`config.mk`:
```
export PLATFORM = sky130hd
export DESIGN_NAME = load_store_unit
export DESIGN_NICKNAME = d
export VERILOG_FILES = /design/src/rtl/lsu_pkg.sv /design/src/rtl/load_store_unit_align.sv /design/src/rtl/load_store_unit.sv
export SDC_FILE = /design/constraint.sdc
export NUM_CORES = 1
export LEC_CHECK = 0
export CAP_MARGIN = 20
export CORE_MARGIN = 2
export CORE_UTILIZATION = 42
export DETAILED_ROUTE_END_ITERATION = 7
export PLACE_DENSITY = 0.86
export SYNTH_ARGS = -nofsm -noshare
export SYNTH_HDL_FRONTEND = slang
export SYNTH_SLANG_ARGS = --single-unit
export TNS_END_PERCENT = 20
```
`constraint.sdc`:
```
create_clock -name clk -period 2 [get_ports clk]
set_input_delay 0.4 -clock clk [delete_from_list [all_inputs] [get_ports clk]]
set_output_delay 0.4 -clock clk [all_outputs]
set_load 0.01 [all_outputs]
```
`src/rtl/lsu_pkg.sv`:
```
`default_nettype none
// ============================================================================
// Module      : lsu_pkg
// Description : Shared encodings for the load/store unit: access sizes,
//               lane offsets, FSM states and the alignment check.
// Revision    : 1.0 - initial release
// ============================================================================
package lsu_pkg;

    localparam logic [1:0] SZ_BYTE    = 2'b00;
    localparam logic [1:0] SZ_HALF    = 2'b01;
    localparam logic [1:0] SZ_WORD    = 2'b10;
    localparam logic [1:0] SZ_ILLEGAL = 2'b11;

    // Big-endian lanes: offset 0 is the most significant byte of the word
    localparam logic [1:0] OFF_B0   = 2'd0;
    localparam logic [1:0] OFF_B1   = 2'd1;
    localparam logic [1:0] OFF_B2   = 2'd2;
    localparam logic [1:0] OFF_B3   = 2'd3;
    localparam logic [1:0] OFF_H_HI = 2'd0;
    localparam logic [1:0] OFF_H_LO = 2'd2;

    typedef enum logic [2:0] {
        ST_IDLE    = 3'd0,
        ST_READ    = 3'd1,
        ST_CAPTURE = 3'd2,
        ST_WRITE   = 3'd3,
        ST_DONE    = 3'd4
    } lsu_state_t;

    function automatic logic misaligned(input logic [1:0] off, input logic [1:0] size);
        logic r;
        r = 1'b0;
        case (size)
            SZ_HALF: r = off[0];
            SZ_WORD: r = (off != 2'b00);
            default: r = 1'b0;
        endcase
        return r;
    endfunction

endpackage
`default_nettype wire

```
`src/rtl/load_store_unit_align.sv`:
```
`default_nettype none
// ============================================================================
// Module      : lsu_align
// Description : Combinational lane extract (with sign/zero extension) and
//               lane merge for sub-word accesses on a big-endian 32-bit word.
// Revision    : 1.0 - initial release
// ============================================================================
module lsu_align
    import lsu_pkg::*;
(
    input  logic [31:0] word,
    input  logic [31:0] wdata,
    input  logic [1:0]  off,
    input  logic [1:0]  size,
    input  logic        is_signed,
    output logic [31:0] rdata,
    output logic [31:0] merged
);

    logic [7:0]  w_byte;
    logic [15:0] w_half;

    always_comb begin
        w_byte = 8'h00;
        case (off)
            OFF_B0:  w_byte = word[31:24];
            OFF_B1:  w_byte = word[23:16];
            OFF_B2:  w_byte = word[15:8];
            OFF_B3:  w_byte = word[7:0];
            default: w_byte = 8'h00;
        endcase
        w_half = (off[1] == OFF_H_LO[1]) ? word[15:0] : word[31:16];
    end

    always_comb begin
        rdata  = 32'h0;
        merged = word;
        case (size)
            SZ_BYTE: begin
                rdata = {{24{is_signed & w_byte[7]}}, w_byte};
                case (off)
                    OFF_B0:  merged = {wdata[7:0], word[23:0]};
                    OFF_B1:  merged = {word[31:24], wdata[7:0], word[15:0]};
                    OFF_B2:  merged = {word[31:16], wdata[7:0], word[7:0]};
                    OFF_B3:  merged = {word[31:8], wdata[7:0]};
                    default: merged = word;
                endcase
            end
            SZ_HALF: begin
                rdata = {{16{is_signed & w_half[15]}}, w_half};
                if (off[1] == OFF_H_LO[1]) begin
                    merged = {word[31:16], wdata[15:0]};
                end else begin
                    merged = {wdata[15:0], word[15:0]};
                end
            end
            SZ_WORD: begin
                rdata  = word;
                merged = wdata;
            end
            default: begin
                rdata  = 32'h0;
                merged = word;
            end
        endcase
    end

endmodule
`default_nettype wire

```
`src/rtl/load_store_unit.sv`:
```
`default_nettype none
// ============================================================================
// Module      : load_store_unit
// Description : Memory-stage load/store sequencer in front of a 16-bit
//               halfword memory; read-modify-write for sub-word stores.
// Revision    : 1.0 - initial release
// ============================================================================
module load_store_unit
    import lsu_pkg::*;
#(
    parameter int MEM_HALFWORDS = 128
) (
    input  logic        clk,
    input  logic        rst_n,
    input  logic        req_valid,
    output logic        req_ready,
    input  logic        req_write,
    input  logic [1:0]  req_size,
    input  logic        req_signed,
    input  logic [31:0] req_addr,
    input  logic [31:0] req_wdata,
    output logic        resp_valid,
    output logic        resp_err,
    output logic [31:0] resp_rdata,
    output logic [31:0] mem_address,
    output logic [31:0] mem_writedata,
    output logic        mem_write_en,
    output logic        mem_read_en,
    input  logic [31:0] mem_data
);

    localparam logic [31:0] c_byte_limit = 32'(2 * MEM_HALFWORDS);

    lsu_state_t  r_state;
    lsu_state_t  w_next;
    logic [31:0] r_addr;
    logic [1:0]  r_size;
    logic        r_signed;
    logic        r_write;
    logic        r_err;
    logic [31:0] r_wbuf;
    logic [31:0] r_rdata;

    logic        w_accept;
    logic        w_req_err;
    logic [31:0] w_word_idx;
    logic [31:0] w_extract;
    logic [31:0] w_merge;

    assign req_ready  = (r_state == ST_IDLE);
    assign w_accept   = req_valid & req_ready;
    assign w_req_err  = (req_size == SZ_ILLEGAL) | misaligned(req_addr[1:0], req_size)
                      | (req_addr >= c_byte_limit);
    // Halfword index of the upper half of the containing word
    assign w_word_idx = {1'b0, r_addr[31:2], 1'b0};

    lsu_align u_align (
        .word      (mem_data),
        .wdata     (r_wbuf),
        .off       (r_addr[1:0]),
        .size      (r_size),
        .is_signed (r_signed),
        .rdata     (w_extract),
        .merged    (w_merge)
    );

    always_ff @(posedge clk or negedge rst_n) begin
        if (!rst_n) begin
            r_state <= ST_IDLE;
        end else begin
            r_state <= w_next;
        end
    end

    always_comb begin
        w_next = r_state;
        case (r_state)
            ST_IDLE: begin
                if (w_accept) begin
                    if (w_req_err) begin
                        w_next = ST_DONE;
                    end else if (req_write && (req_size == SZ_WORD)) begin
                        w_next = ST_WRITE;
                    end else begin
                        w_next = ST_READ;
                    end
                end
            end
            ST_READ:    w_next = ST_CAPTURE;
            ST_CAPTURE: w_next = r_write ? ST_WRITE : ST_DONE;
            ST_WRITE:   w_next = ST_DONE;
            ST_DONE:    w_next = ST_IDLE;
            default:    w_next = ST_IDLE;
        endcase
    end

    // r_wbuf holds store data until CAPTURE replaces it with the merged word
    always_ff @(posedge clk or negedge rst_n) begin
        if (!rst_n) begin
            r_addr   <= 32'h0;
            r_size   <= SZ_BYTE;
            r_signed <= 1'b0;
            r_write  <= 1'b0;
            r_err    <= 1'b0;
            r_wbuf   <= 32'h0;
            r_rdata  <= 32'h0;
        end else begin
            case (r_state)
                ST_IDLE: begin
                    if (w_accept) begin
                        r_addr   <= req_addr;
                        r_size   <= req_size;
                        r_signed <= req_signed;
                        r_write  <= req_write;
                        r_err    <= w_req_err;
                        r_wbuf   <= req_wdata;
                        r_rdata  <= 32'h0;
                    end
                end
                ST_CAPTURE: begin
                    if (r_write) begin
                        r_wbuf <= w_merge;
                    end else begin
                        r_rdata <= w_extract;
                    end
                end
                default: begin
                end
            endcase
        end
    end

    always_comb begin
        mem_read_en   = 1'b0;
        mem_write_en  = 1'b0;
        mem_address   = 32'h0;
        mem_writedata = 32'h0;
        resp_valid    = 1'b0;
        resp_err      = 1'b0;
        resp_rdata    = 32'h0;
        case (r_state)
            ST_READ: begin
                mem_read_en = 1'b1;
                mem_address = w_word_idx;
            end
            ST_WRITE: begin
                mem_write_en  = 1'b1;
                mem_address   = w_word_idx;
                mem_writedata = r_wbuf;
            end
            ST_DONE: begin
                resp_valid = 1'b1;
                resp_err   = r_err;
                resp_rdata = r_rdata;
            end
            default: begin
            end
        endcase
    end

endmodule
`default_nettype wire
```
# Yosys cells after proc, flatten, opt, wreduce, memory -nomap -nowiden
# Cells that the tools add are included.
totals:
  reg_bits: 104
  latch_bits: 0
  ramBits: 0
  romBits: 0
  in_bits: 103
  elab_cells: 71
  n_memories: 0
op_classes:
  add_sub_neg: 0
  mul: 0
  div_mod_pow: 0
  magnitude_cmp: 1
  eq_ne: 18
  n_shift: 0
  mux: 25
  bitwise_logic: 5
  n_reduce_logical: 12
ops:
  columns: ["cell", "n"]
  rows:
  - ["32-bit 2-to-1 mux", 7]
  - ["32-bit case mux with 3 select lines", 2]
  - ["32-bit case mux with 2 select lines", 2]
  - ["32-bit case mux with 4 select lines", 1]
  - ["32-bit by 9-bit greater-or-equal comparator with 1-bit output (second input constant)", 1]
  - ["8-bit case mux with 4 select lines", 1]
  - ["31-bit 2-to-1 mux", 1]
  - ["16-bit 2-to-1 mux", 1]
  - ["3-bit case mux with 4 select lines", 1]
  - ["2-bit == test (second input constant)", 5]
  - ["3-bit 2-to-1 mux", 3]
  - ["2-bit by 1-bit == test with 1-bit output (second input constant)", 3]
  - ["3-bit by 2-bit == test with 1-bit output (second input constant)", 2]
  - ["2-bit inequality test (second input constant)", 3]
  - ["3-bit inequality test (second input constant)", 2]
  - ["6-bit AND reduction", 1]
  - ["5-bit AND reduction", 1]
  - ["2-bit logical NOT", 2]
  - ["1-bit 2-to-1 mux", 4]
  - ["4-bit AND reduction", 1]
  - ["2-bit nonzero test", 2]
  - ["1-bit bitwise AND", 3]
  - ["3-bit by 1-bit == test with 1-bit output (second input constant)", 1]
  - ["3-bit == test (second input constant)", 1]
  - ["other kinds (9)", 10]

# Longest topological paths before layout
# Gate-level depths: netlist of the first run.
depth:
  ltp_word: 7
  depth_mapped: 7

# By module
# From an unflattened synthesis of the first run, not the netlist that was laid out.
hier_totals:
  hier_cells: 750
  hier_area_um2: 6993.0
by_module_without_submodules:
  columns: ["module", "instances", "cells_each", "area_per_inst_um2", "seq_area_each_um2"]
  rows:
  - ["load_store_unit", 1, 471, 5021.1, 2602.5]
  - ["lsu_align", 1, 279, 1971.9, 0.0]

# Least setup slack after synthesis of the first run
# No wires, ideal clock.
synth_timing:
  kind: "register to register"
  start: "register r_addr[1]"
  end: "register r_rdata[22]"
  arrival_ps: 1740
  path_slack_ps: 134
  stages_incl_launch_ff: 8
  n_path_buf: 3
  period_less_slack_ps: 1866
  cell_sequence: "dfrtp_1 -> buf_6 -> mux4_2 -> nor2_1 -> and4b_1 -> buf_6 -> buf_6 -> a221o_1"
synth_via:
  elab_chain_cells: 6
  word_cells_on_any_way: 11
  cone_classes: "eq/ne: 3; mux: 5; bitwise: 2; reduce/logical: 1"
synth_rtl:
  columns: ["element", "line", "rtl"]
  rows:
  - ["start: declaration", "load_store_unit.sv:36", "logic [31:0] r_addr;"]
  - ["start signal: assignment", "load_store_unit.sv:111", "r_addr <= req_addr;"]
  - ["2-bit == test, or another cell as far along", "load_store_unit_align.sv:25", "case (off)"]
  - ["8-bit case mux with 4 select lines", "load_store_unit_align.sv:25", null]
  - ["1-bit bitwise AND", "load_store_unit_align.sv:40", "rdata = {{24{is_signed & w_byte[7]}}, w_byte};"]
  - ["32-bit case mux with 3 select lines *", "load_store_unit_align.sv:38", "case (size)"]
  - ["32-bit 2-to-1 mux *", "load_store_unit.sv:121", "if (r_write) begin"]
  - ["32-bit case mux with 2 select lines *", "load_store_unit.sv:108", "case (r_state)"]
  - ["end signal: assignment", "load_store_unit.sv:124", "r_rdata <= w_extract;"]
  - ["end: declaration", "load_store_unit.sv:42", "logic [31:0] r_rdata;"]
# Every way passes the cells marked *; elsewhere a longest branch is shown, timed or not. The select of a mux whose other input is x is not followed.
# A chain may end at the register's enable or synchronous reset.

# Worst setup path after layout of the first run
layout_timing:
  start: "register r_state[2]"
  end: "output port mem_address[19]"
layout_via:
  elab_chain_cells: 3
  word_cells_on_any_way: 4
  cone_classes: "eq/ne: 2; mux: 1; reduce/logical: 1"
layout_rtl:
  columns: ["element", "line", "rtl"]
  rows:
  - ["start: declaration", "load_store_unit.sv:34", "lsu_state_t r_state;"]
  - ["start signal: assignment", "load_store_unit.sv:71", "r_state <= w_next;"]
  - ["3-bit by 2-bit == test with 1-bit output or 3-bit by 1-bit == test with 1-bit output (tied branches)", "load_store_unit.sv:141", "case (r_state)"]
  - ["2-bit OR reduction (no line) *", null, null]
  - ["31-bit 2-to-1 mux *", "load_store_unit.sv:141", null]
  - ["end: declaration", "load_store_unit.sv:25", "output logic [31:0] mem_address,"]
# Every way passes the cells marked *; elsewhere a longest branch is shown, timed or not.

==> impl_results.md, run 1 <==
- Status: finished, violations left
- Violated checks: negative hold slack, negative setup slack
- Vias: 6523
- Internal power of the cells: 3.90 mW
- Final HPWL DP: 16300 µm
- Post-synthesis simple-gate area fraction: 27.8%
- Filler instances: 1181
- Worst hold margin: -0.00691 ns
- Hold Crit Class: primary input to async pin
- Place WS: -0.358 ns
- Mean routed wirelength per cell: 20.2 µm
- Share of layout cells above drive strength 1: 31.7%
- Achievable Freq: 480 MHz
- WP data required: 1.60 ns
- Die footprint: 15900 µm²
- Clock transition at the registers of the reported paths: 0.07 ns
- Syn_area_per_cell: 9.10 µm²
- Critical path arrival: 1.68 ns
- Row cnt: 44
- Switch share: 30.1%
- Max FO, Critical Path: 6
- Sequential area share after synthesis: 41.7%
- Tmin final: 2.08 ns
- GRT Total Usage: 27.8%
- Pwr Density: 586 nW/µm²
- Count of final setup violators: 38
- CTS tree: yes
- Yosys top cell area share: 41.7%
- DRT antenna net count: 0
- CP Class: flip-flop to output port
- DIE HEIGHT: 126 µm
- Number of synthesized flops with an enable pin: 0
- Worst IR Drop VDD: 0.000350 V
- Complex-gate fraction of the synthesized area: 18.7%
- GP Congestion: 0.942
- Yosys reg bits: 104
- Post-synth ARST share: 100%
- Post-synthesis mux area share: 6.35%
- I/O pin count: 204
- Core Area: 14500 µm²
- Syn. warnings: 0
- Fin worst setup slack: -0.0841 ns
- Logic gate share of total power: 22.6%
- Clk_lat worst skew: 0.37 ns
- Hold Fails Final Rpt: 6
- Worst setup path start: r_state[2]$_DFFE_PN0P_
- Die width: 126 µm
- Max Root-Sink Buffers: 2
- Number of port buffers: 201
- Initial Util: 43.0%
- Post-synthesis cell type with the largest combined area: dfrtp_1
- DRT iter0 DRCs: 534
- Initial antenna violation count: 1
- Ant diodes: 0
- Residual DRC: 0
- Total CTS buffers: 9
- Synth top area cells: dfrtp_1, nand2_1, and2_1, and3_1, a221o_1
- Post-synthesis adder-cell area fraction: 0.601%
- GRT overflow: 0
- Sw power: 1.67 mW
- Tcrit/Tclk final: 104%
- Final WL: 22600 µm
- Synth Instances: 686
- RSZ-0062 raised after global routing: true
- Mapped Area: 6240 µm²
- Final Slew Violations: 0
- Number of global-route vias before repair: 6282
- P_leak: 4.57 nW
- Reg2reg start: r_state[0]$_DFFE_PN0P_
- Area Growth Syn to Fin: 52.2%
- Top FF cell, synth: dfrtp_1
- CTS H-tree depth: 3
- Worst Skew: 0.00892 ns
- MaxCap Viol Count: 0
- Router iterations before antenna repair: 7
- Clock Sinks: 104
- First-pass GRT wire length: 34500 µm
- Synth Area in XOR/XNOR: 0%
- Distinct cells, synth: 60
- Crit end category: output port
- Largest net degree at the start of global routing: 36
- Sequential Power Share: 44.3%
- Hold Buf Count CTS: 0
- CP Launch Type: flip-flop
- CTS Root Cell: clkbuf_16
- Largest family of logic cells by synthesized area: simple AND/OR/NAND/NOR gates
- Avg Vias per Cell: 5.83
- Clock share of power: 33.1%
- Nets: 1035
-- worst max-delay path, stage by stage (launching register included) --
cell and delay (ns):
dfrtp_1 0.42, and2b_2 0.28, buf_6 0.14, buf_6 0.12, buf_6 0.12, and2_4 0.13
buf_6 0.11
-- state kept, by name, indices dropped and copies added (netlist names) --
| register | cells |
|---|---|
| r_addr | 32 |
| r_err | 1 |
| r_rdata | 32 |
| r_signed | 1 |
| r_size | 2 |
| r_state | 3 |
| r_wbuf | 32 |
| r_write | 1 |
-- synth_stat cells, drive strengths merged (2+ instances only) --
library cell / instances
a211oi: 10
a21oi: 12
a221o: 16
a22o: 9
a22oi: 21
a2bb2oi: 8
a31o: 2
and2: 63
and3: 40
buf: 22
clkbuf: 41
dfrtp: 104
ha: 3
inv: 4
mux2: 9
mux2i: 16
mux4: 6
nand2: 149
nand2b: 12
nor2: 18
nor2b: 6
nor3: 8
nor3b: 2
nor4: 7
nor4b: 2
o211ai: 20
o21ai: 16
o221a: 7
o2bb2ai: 8
o31ai: 9
or2: 2
or3b: 2
or4: 8
or4b: 8
-- metrics by stage --
stage	instances	TNS (ns)	area, µm²	util, %	power (mW)
after floorplan	687	0	6250	-	3.06
after detailed placement	1088	-6.71	8980	61.8	3.72
after global placement	1088	-5.54	8980	61.8	3.68
final	1118	-1.13	9500	65.4	5.57
after CTS	1114	-1.95	9180	63.2	5.56
after global routing	1118	-2.56	9500	65.4	5.81
-- cell usage in the layout, fill, tap and decap left out, types with 6 or more instances in the layout --
cell type	n
mux2i_1	16
o2bb2ai_1	8
a211oi_1	9
mux4_2	6
and2_4	51
buf_12	15
clkbuf_2	29
o211ai_1	20
and2_1	12
nor3_1	6
dfrtp_1	102
o221a_2	7
a21oi_1	12
or4_1	8
a22o_1	9
clkdlybuf4s15_1	9
or4b_2	6
clkdlybuf4s50_1	100
o31ai_1	9
nand2_1	149
nor4_1	7
mux2_2	9
buf_2	9
a22oi_1	21
o21ai_0	14
clkbuf_16	10
buf_6	59
buf_4	67
nor2_1	17
a221o_1	16
nand2b_1	12
and3_1	40
a2bb2oi_1	8
-- metal layers --
layer  global-route usage [%]  vias to the layer above  share of wire [%]
met5                        0                        -                  0
met3                     7.99                       75                9.7
met2                     44.3                      398                 47
met4                     12.9                        0                4.9
met1                     35.0                     3092                 38
li1                         -                     2958                  -
-- cell type report --
class	count	area (µm²)	share of cell area, %
Clock buffer	10	229	2.41
Clock inverter	6	72.6	0.764
Multi-Input combinational cell	516	3520	37.0
Timing Repair Buffer	294	2830	29.8
Tap cell	184	230	2.42
Inverter	4	15.0	0.158
Sequential cell	104	2610	27.4
-- worst paths after layout --
| path | end | cells past startpoint | slack [ns] |
|---|---|---|---|
| setup / recovery | mem_address[19] | 6 | -0.08 |
| min in group clk | r_addr[8]$_DFFE_PN0P_ | 2 | 0.47 |
| max in group asynchronous | r_rdata[1]$_DFFE_PN0P_ | 2 | 1.34 |
| hold reg to reg | r_addr[8]$_DFFE_PN0P_ | 2 | 0.47 |
| setup reg to reg | r_wbuf[3]$_DFFE_PN0P_ | 5 | 0.09 |
| hold / removal | r_addr[22]$_DFFE_PN0P_ | 1 | -0.007 |
-- repair_timing --
action,4_1_cts,5_1_grt
buffers inserted,8,4
pin swaps,8,26
endpoints found under the hold margin,0,0
resized for setup,290,182
endpoints found under the setup margin,99,119
cloned,2,1
-- cells by family after synthesis --
kind of cell	after synthesis
AND/OR/NAND/NOR	333
AO/OA/AOI/OAI	147
flip-flops	104
buffers and inverters	67
multiplexers	31
adder cells (fa/ha/maj)	3
other	1
-- power groups by stage --
stage	clock network, mW	registers (mW)	logic (mW)
global route	1.96	2.49	1.36
detailed placement	0	2.48	1.24
CTS	1.87	2.44	1.25
floorplan	0	2.40	0.656
finish	1.85	2.47	1.26
global placement	0	2.47	1.21
(Power assumes the default switching activity.)
==> run 2: changes to the inputs <==
--- a/config.mk
+++ b/config.mk
@@ -9,7 +9,9 @@
 export CORE_MARGIN = 2
 export CORE_UTILIZATION = 42
 export DETAILED_ROUTE_END_ITERATION = 7
+export MAX_ROUTING_LAYER = met4
 export PLACE_DENSITY = 0.86
+export SETUP_SLACK_MARGIN = 0.15
 export SYNTH_ARGS = -nofsm -noshare
 export SYNTH_HDL_FRONTEND = slang
 export SYNTH_SLANG_ARGS = --single-unit
==> impl_results.md, run 2 (synthesized netlist as in run 1, its figures left out) <==
- Status: finished, violations left (unchanged)
- Violated checks: negative setup slack (was negative hold slack, negative setup slack)
- Max Root-Sink Buffers: 2 (unchanged)
- Hold Fails Final Rpt: 0 (was 6)
- Clock share of power: 31.7% (was 33.1%)
- Fin worst setup slack: -0.0711 ns (was -0.0841 ns)
- Number of global-route vias before repair: 6453 (was 6282)
- Final WL: 24300 µm (was 22600 µm)
- Count of final setup violators: 51 (was 38)
- Area Growth Syn to Fin: 58.8% (was 52.2%)
- Switch share: 31.5% (was 30.1%)
- R2R Path End: r_wbuf[3]$_DFFE_PN0P_ (unchanged)
- Critical path arrival: 1.67 ns (was 1.68 ns)
- Hold Crit Class: primary input to async pin (unchanged)
- WP data required: 1.60 ns (about the same)
- Sequential Power Share: 44.6% (was 44.3%)
- Worst-margin pin slew: 0.606 ns
- Max FO, Critical Path: 8 (was 6)
- CP Launch Type: flip-flop (unchanged)
- GRT overflow: 0 (unchanged)
- Nets: 1049 (was 1035)
- Total CTS buffers: 9 (unchanged)
- Register-to-Register Path Depth: 8 (was 5)
- Placed instance count: 1087 (was 1088)
- Top Registers: r_addr: 32 flops, r_rdata: 32 flops, r_wbuf: 32 flops (unchanged)
- Row cnt: 44 (unchanged)
- Commonest cells after routing, fill and taps aside: nand2_1, clkdlybuf4s50_1, dfrtp_1, buf_4, buf_6 (was nand2_1, dfrtp_1, clkdlybuf4s50_1, buf_4, buf_6)
- Residual DRC: 0 (unchanged)
- Achievable Freq: 483 MHz (was 480 MHz)
- Vias: 6764 (was 6523)
- Worst hold margin: 0.418 ns (was -0.00691 ns)
- Filler instances: 1077 (was 1181)
- Commonest non-fill, non-tap cell in the layout: nand2_1 (unchanged)
- CTS tree: yes (unchanged)
- Initial antenna violation count: 1 (unchanged)
- Avg Vias per Cell: 5.97 (was 5.83)
- Finished Layout Cells: 1133 (was 1118)
- Initial Util: 43.0% (unchanged)
- Tcrit/Tclk final: 104% (about the same)
- Tmin final: 2.07 ns (was 2.08 ns)
- Largest net degree at the start of global routing: 64 (was 36)
- Logic gate share of total power: 23.8% (was 22.6%)
- Fin area: 9910 µm² (was 9500 µm²)
- RSZ-0062 raised after global routing: true (unchanged)
- DRT iter0 DRCs: 609 (was 534)
- Slew margin rel.: 59.6%
- Final HPWL DP: 15900 µm (was 16300 µm)
- DRT antenna net count: 0 (unchanged)
- Sw power: 1.76 mW (was 1.67 mW)
- Number of port buffers: 201 (unchanged)
- Worst setup path start: r_state[0]$_DFFE_PN0P_ (was r_state[2]$_DFFE_PN0P_)
- I/O pin count: 204 (unchanged)
- Clock transition at the registers of the reported paths: 0.07 ns (about the same)
- DIE HEIGHT: 126 µm (unchanged)
- Internal power of the cells: 3.82 mW (was 3.90 mW)
- First-pass GRT wire length: 35300 µm (was 34500 µm)
- MaxCap Viol Count: 0 (unchanged)
- Share of layout cells above drive strength 1: 38.1% (was 31.7%)
- Total Power: 5.58 mW (was 5.57 mW)
- CTS H-tree depth: 3 (unchanged)
- Die footprint: 15900 µm² (unchanged)
- Place WS: -0.426 ns (was -0.358 ns)
- GRT Total Usage: 29.2% (was 27.8%)
- Worst IR Drop VDD: 0.000516 V (was 0.000350 V)
- CP Class: flip-flop to output port (unchanged)
- Die width: 126 µm (unchanged)
- Router iterations before antenna repair: 6 (was 7)
- Clock Sinks: 104 (unchanged)
- Flop-to-flop setup slack: 0.04 ns (was 0.09 ns)
- Reg2reg start: r_state[0]$_DFFE_PN0P_ (unchanged)
- Core Area: 14500 µm² (unchanged)
- Final Slew Violations: 0 (unchanged)
- P_leak: 4.73 nW (was 4.57 nW)
- Worst Skew: 0.0104 ns (was 0.00892 ns)
- CTS Root Cell: clkbuf_16 (unchanged)
- Crit end category: output port (unchanged)
- Pwr Density: 563 nW/µm² (was 586 nW/µm²)
- Clk_lat worst skew: 0.36 ns (was 0.37 ns)
- Placed cell areas: 8930 µm² (was 8980 µm²)
- GP Congestion: 0.937 (was 0.942)
- Mean routed wirelength per cell: 21.4 µm (was 20.2 µm)
## run 2: changes by cell type in the layout (fill, tap and decap cells not counted), moves of 9 or more
cell,change
buf_2,+39
clkdlybuf4s15_1,-9
clkbuf_2,-29
nand2_2,+9
nand2_1,-9
## run 2: final cells by class
cell class	count	area, µm²	area share, %
Tap cell	184	230	2.32
Antenna cell	1	2.50	0.0252
Clock buffer	10	239	2.41
Inverter	4	15.0	0.151
Clock inverter	6	51.3	0.518
Multi-Input combinational cell	516	3760	37.9
Timing Repair Buffer	308	3010	30.4
Sequential cell	104	2610	26.3
## run 2: how the worst max path moves through the flow
stage	to	slack, ns
after floorplan	r_rdata[22]$_DFFE_PN0P_	0.13
after global placement	r_rdata[29]$_DFFE_PN0P_	-0.40
after detailed placement	r_rdata[22]$_DFFE_PN0P_	-0.43
after CTS	mem_address[26]	-0.08
after global routing	mem_writedata[29]	-0.10
final	mem_address[8]	-0.07
## run 2: layer usage
layer | share of wire (%) | global-route usage [%] | vias to the layer above
met3 | 10 | 7.22 | 72
met5 | 0 | - | -
met2 | 49 | 46.2 | 428
met1 | 37 | 36.1 | 3279
met4 | 4.3 | 12.0 | 0
li1 | - | - | 2985
## run 2: power groups by stage
stage          Combinational [mW]  Sequential, mW  Clock [mW]
2_1_floorplan               0.656            2.40           0
6_report                     1.33            2.49        1.77
5_1_grt                      1.43            2.50        1.88
4_1_cts                      1.24            2.46        1.78
3_3_place_gp                 1.19            2.48           0
3_5_place_dp                 1.21            2.49           0
## run 2: what timing repair did
item,CTS,global route
setup buffers,15,4
setup endpoints to repair,152,165
endpoints found under the hold margin,8,0
gates cloned,4,5
pin swaps,32,47
hold buffers,1,0
gates resized for setup,447,138
## run 2: worst max-delay path, cell delays in order, from the launching register on
cell	delay [ns]
dfrtp_2	0.43
buf_6	0.12
and2b_2	0.21
buf_6	0.14
clkbuf_16	0.16
and2_4	0.14
buf_6	0.11
## run 2: metrics by stage
stage / TNS [ns] / util [%]
finish: -2.18 / 68.2
global route: -6.22 / 68.2
CTS: -2.48 / 63.1
detailed placement: -7.30 / 61.4
global placement: -6.86 / 61.4
floorplan: 0 / -
==> run 3: changes to the inputs <==
--- a/config.mk
+++ b/config.mk
@@ -10,7 +10,7 @@
 export CORE_UTILIZATION = 42
 export DETAILED_ROUTE_END_ITERATION = 7
 export MAX_ROUTING_LAYER = met4
-export PLACE_DENSITY = 0.86
+export PLACE_DENSITY_LB_ADDON = 0.12
 export SETUP_SLACK_MARGIN = 0.15
 export SYNTH_ARGS = -nofsm -noshare
 export SYNTH_HDL_FRONTEND = slang
==> impl_results.md, run 3 (synthesized netlist as in run 1, its figures left out) <==
- Status: finished, violations left (unchanged)
- Violated checks: negative setup slack (unchanged)
- Number of port buffers: 201 (unchanged)
- First-pass GRT wire length: 35400 µm (was 35300 µm)
- Sequential Power Share: 42.4% (was 44.6%)
- Final HPWL DP: 16200 µm (was 15900 µm)
- Hold Crit Class: flip-flop to flip-flop (was primary input to async pin)
- Register-to-Register Path Depth: 7 (was 8)
- Pwr Density: 592 nW/µm² (was 563 nW/µm²)
- Clock transition at the registers of the reported paths: 0.07 ns (about the same)
- Initial Util: 43.0% (unchanged)
- Flop-to-flop setup slack: -0.01 ns (was 0.04 ns)
- Die width: 126 µm (unchanged)
- Final WL: 23100 µm (was 24300 µm)
- Fin area: 9850 µm² (was 9910 µm²)
- Vias: 6470 (was 6764)
- CP Class: flip-flop to output port (unchanged)
- Final Slew Violations: 0 (unchanged)
- Worst Skew: 0.00685 ns (was 0.0104 ns)
- Sw power: 1.64 mW (was 1.76 mW)
- Fin worst setup slack: -0.116 ns (was -0.0711 ns)
- Core Area: 14500 µm² (unchanged)
- Commonest cells after routing, fill and taps aside: nand2_1, clkdlybuf4s50_1, dfrtp_1, buf_4, buf_2 (was nand2_1, clkdlybuf4s50_1, dfrtp_1, buf_4, buf_6)
- Crit end category: output port (unchanged)
- Initial antenna violation count: 0 (was 1)
- Post-route setup TNS: -3.20 ns (was -2.18 ns)
- Total Power: 5.83 mW (was 5.58 mW)
- Tcrit/Tclk final: 106% (was 104%)
- CTS Root Cell: clkbuf_16 (unchanged)
- Placed cell areas: 8980 µm² (was 8930 µm²)
- Max Root-Sink Buffers: 2 (unchanged)
- CTS tree: yes (unchanged)
- MaxCap Viol Count: 0 (unchanged)
- Router iterations before antenna repair: 5 (was 6)
- Finished Layout Cells: 1138 (was 1133)
- DRT antenna net count: 0 (unchanged)
- Final Util: 67.8% (was 68.2%)
- Die footprint: 15900 µm² (unchanged)
- P_leak: 4.74 nW (was 4.73 nW)
- Commonest non-fill, non-tap cell in the layout: nand2_1 (unchanged)
- CP Launch Type: flip-flop (unchanged)
- Clock Sinks: 104 (unchanged)
- GRT overflow: 0 (unchanged)
- GRT Total Usage: 29.2% (about the same)
- Worst-margin pin slew: 0.547 ns (was 0.606 ns)
- Clock share of power: 35.5% (was 31.7%)
- DIE HEIGHT: 126 µm (unchanged)
- DRT iter0 DRCs: 489 (was 609)
- Residual DRC: 0 (unchanged)
- Filler instances: 1177 (was 1077)
- Top Registers: r_addr: 32 flops, r_rdata: 32 flops, r_wbuf: 32 flops (unchanged)
- Place WS: -0.435 ns (was -0.426 ns)
- Max FO, Critical Path: 8 (unchanged)
- Switch share: 28.1% (was 31.5%)
- Count of final setup violators: 69 (was 51)
- Worst hold margin: 0.469 ns (was 0.418 ns)
- Ant diodes: 0 (was 1)
- Register Area: 2610 µm² (about the same)
- Nets: 1055 (was 1049)
- Share of layout cells above drive strength 1: 33.2% (was 38.1%)
- Logic gate share of total power: 22.1% (was 23.8%)
- Placed instance count: 1092 (was 1087)
- Total CTS buffers: 9 (unchanged)
- Row cnt: 44 (unchanged)
- Slew margin rel.: 63.0% (was 59.6%)
- Hold depth: 2
- Internal power of the cells: 4.19 mW (was 3.82 mW)
- Achievable Freq: 473 MHz (was 483 MHz)
- Hold Fails Final Rpt: 0 (unchanged)
- Multi-input gate area: 3570 µm² (was 3760 µm²)
- CTS H-tree depth: 3 (unchanged)
- Clk_lat worst skew: 0.35 ns (was 0.36 ns)
- Mean routed wirelength per cell: 20.3 µm (was 21.4 µm)
- Area Growth Syn to Fin: 57.8% (was 58.8%)
- Largest net degree at the start of global routing: 47 (was 64)
- WP data required: 1.60 ns (about the same)
- Critical path arrival: 1.72 ns (was 1.67 ns)
- Avg Vias per Cell: 5.69 (was 5.97)
- RSZ-0062 raised after global routing: true (unchanged)
- GP Congestion: 0.895 (was 0.937)
- I/O pin count: 204 (unchanged)
- Tmin final: 2.12 ns (was 2.07 ns)
- Worst IR Drop VDD: 0.000516 V (about the same)
- Number of global-route vias before repair: 6409 (was 6453)
run 3: power by group through the flow:
stage | Sequential (mW) | Clock (mW) | Combinational (mW)
after floorplan | 2.40 | 0 | 0.656
after global placement | 2.48 | 0 | 1.21
after detailed placement | 2.49 | 0 | 1.24
after CTS | 2.46 | 2.09 | 1.25
after global routing | 2.49 | 2.19 | 1.40
final | 2.47 | 2.07 | 1.29
run 3: worst max-delay path: stages, from the launching register on:
cell,delay [ns]
dfrtp_2,0.44
and3b_2,0.23
buf_12,0.15
buf_8,0.13
buf_16,0.14
and2_4,0.16
buf_6,0.11
run 3: final cells by class:
cell class              instances  share of cell area (%)
clock buffers                  10                    2.43
repair buffers                314                    31.2
inverters                       4                   0.152
clock inverters                 6                    1.16
flip-flops and latches        104                    26.5
well taps                     184                    2.34
multi-input cells             516                    36.3
run 3: final timing paths:
check / startpoint / to
hold / removal: r_addr[11]$_DFFE_PN0P_ / r_addr[11]$_DFFE_PN0P_
hold reg to reg: r_addr[11]$_DFFE_PN0P_ / r_addr[11]$_DFFE_PN0P_
setup reg to reg: r_state[2]$_DFFE_PN0P_ / r_wbuf[1]$_DFFE_PN0P_
min in group asynchronous: rst_n / r_rdata[19]$_DFFE_PN0P_
setup / recovery: r_state[0]$_DFFE_PN0P_ / mem_writedata[14]
max in group asynchronous: rst_n / r_size[1]$_DFFE_PN0P_
run 3: per-layer routing:
layer	part of all wire [%]	track usage, %	up-vias
li1	-	-	2990
met4	2.2	9.70	0
met3	7.2	4.25	33
met2	49	47.1	291
met5	0	-	-
met1	42	38.0	3156
run 3: what timing repair did:
item,4_1_cts,5_1_grt
pin swaps,28,24
endpoints found under the hold margin,23,0
hold buffers,1,0
gates cloned,6,3
setup endpoints to repair,157,176
buffers inserted,10,10
gates resized for setup,418,71
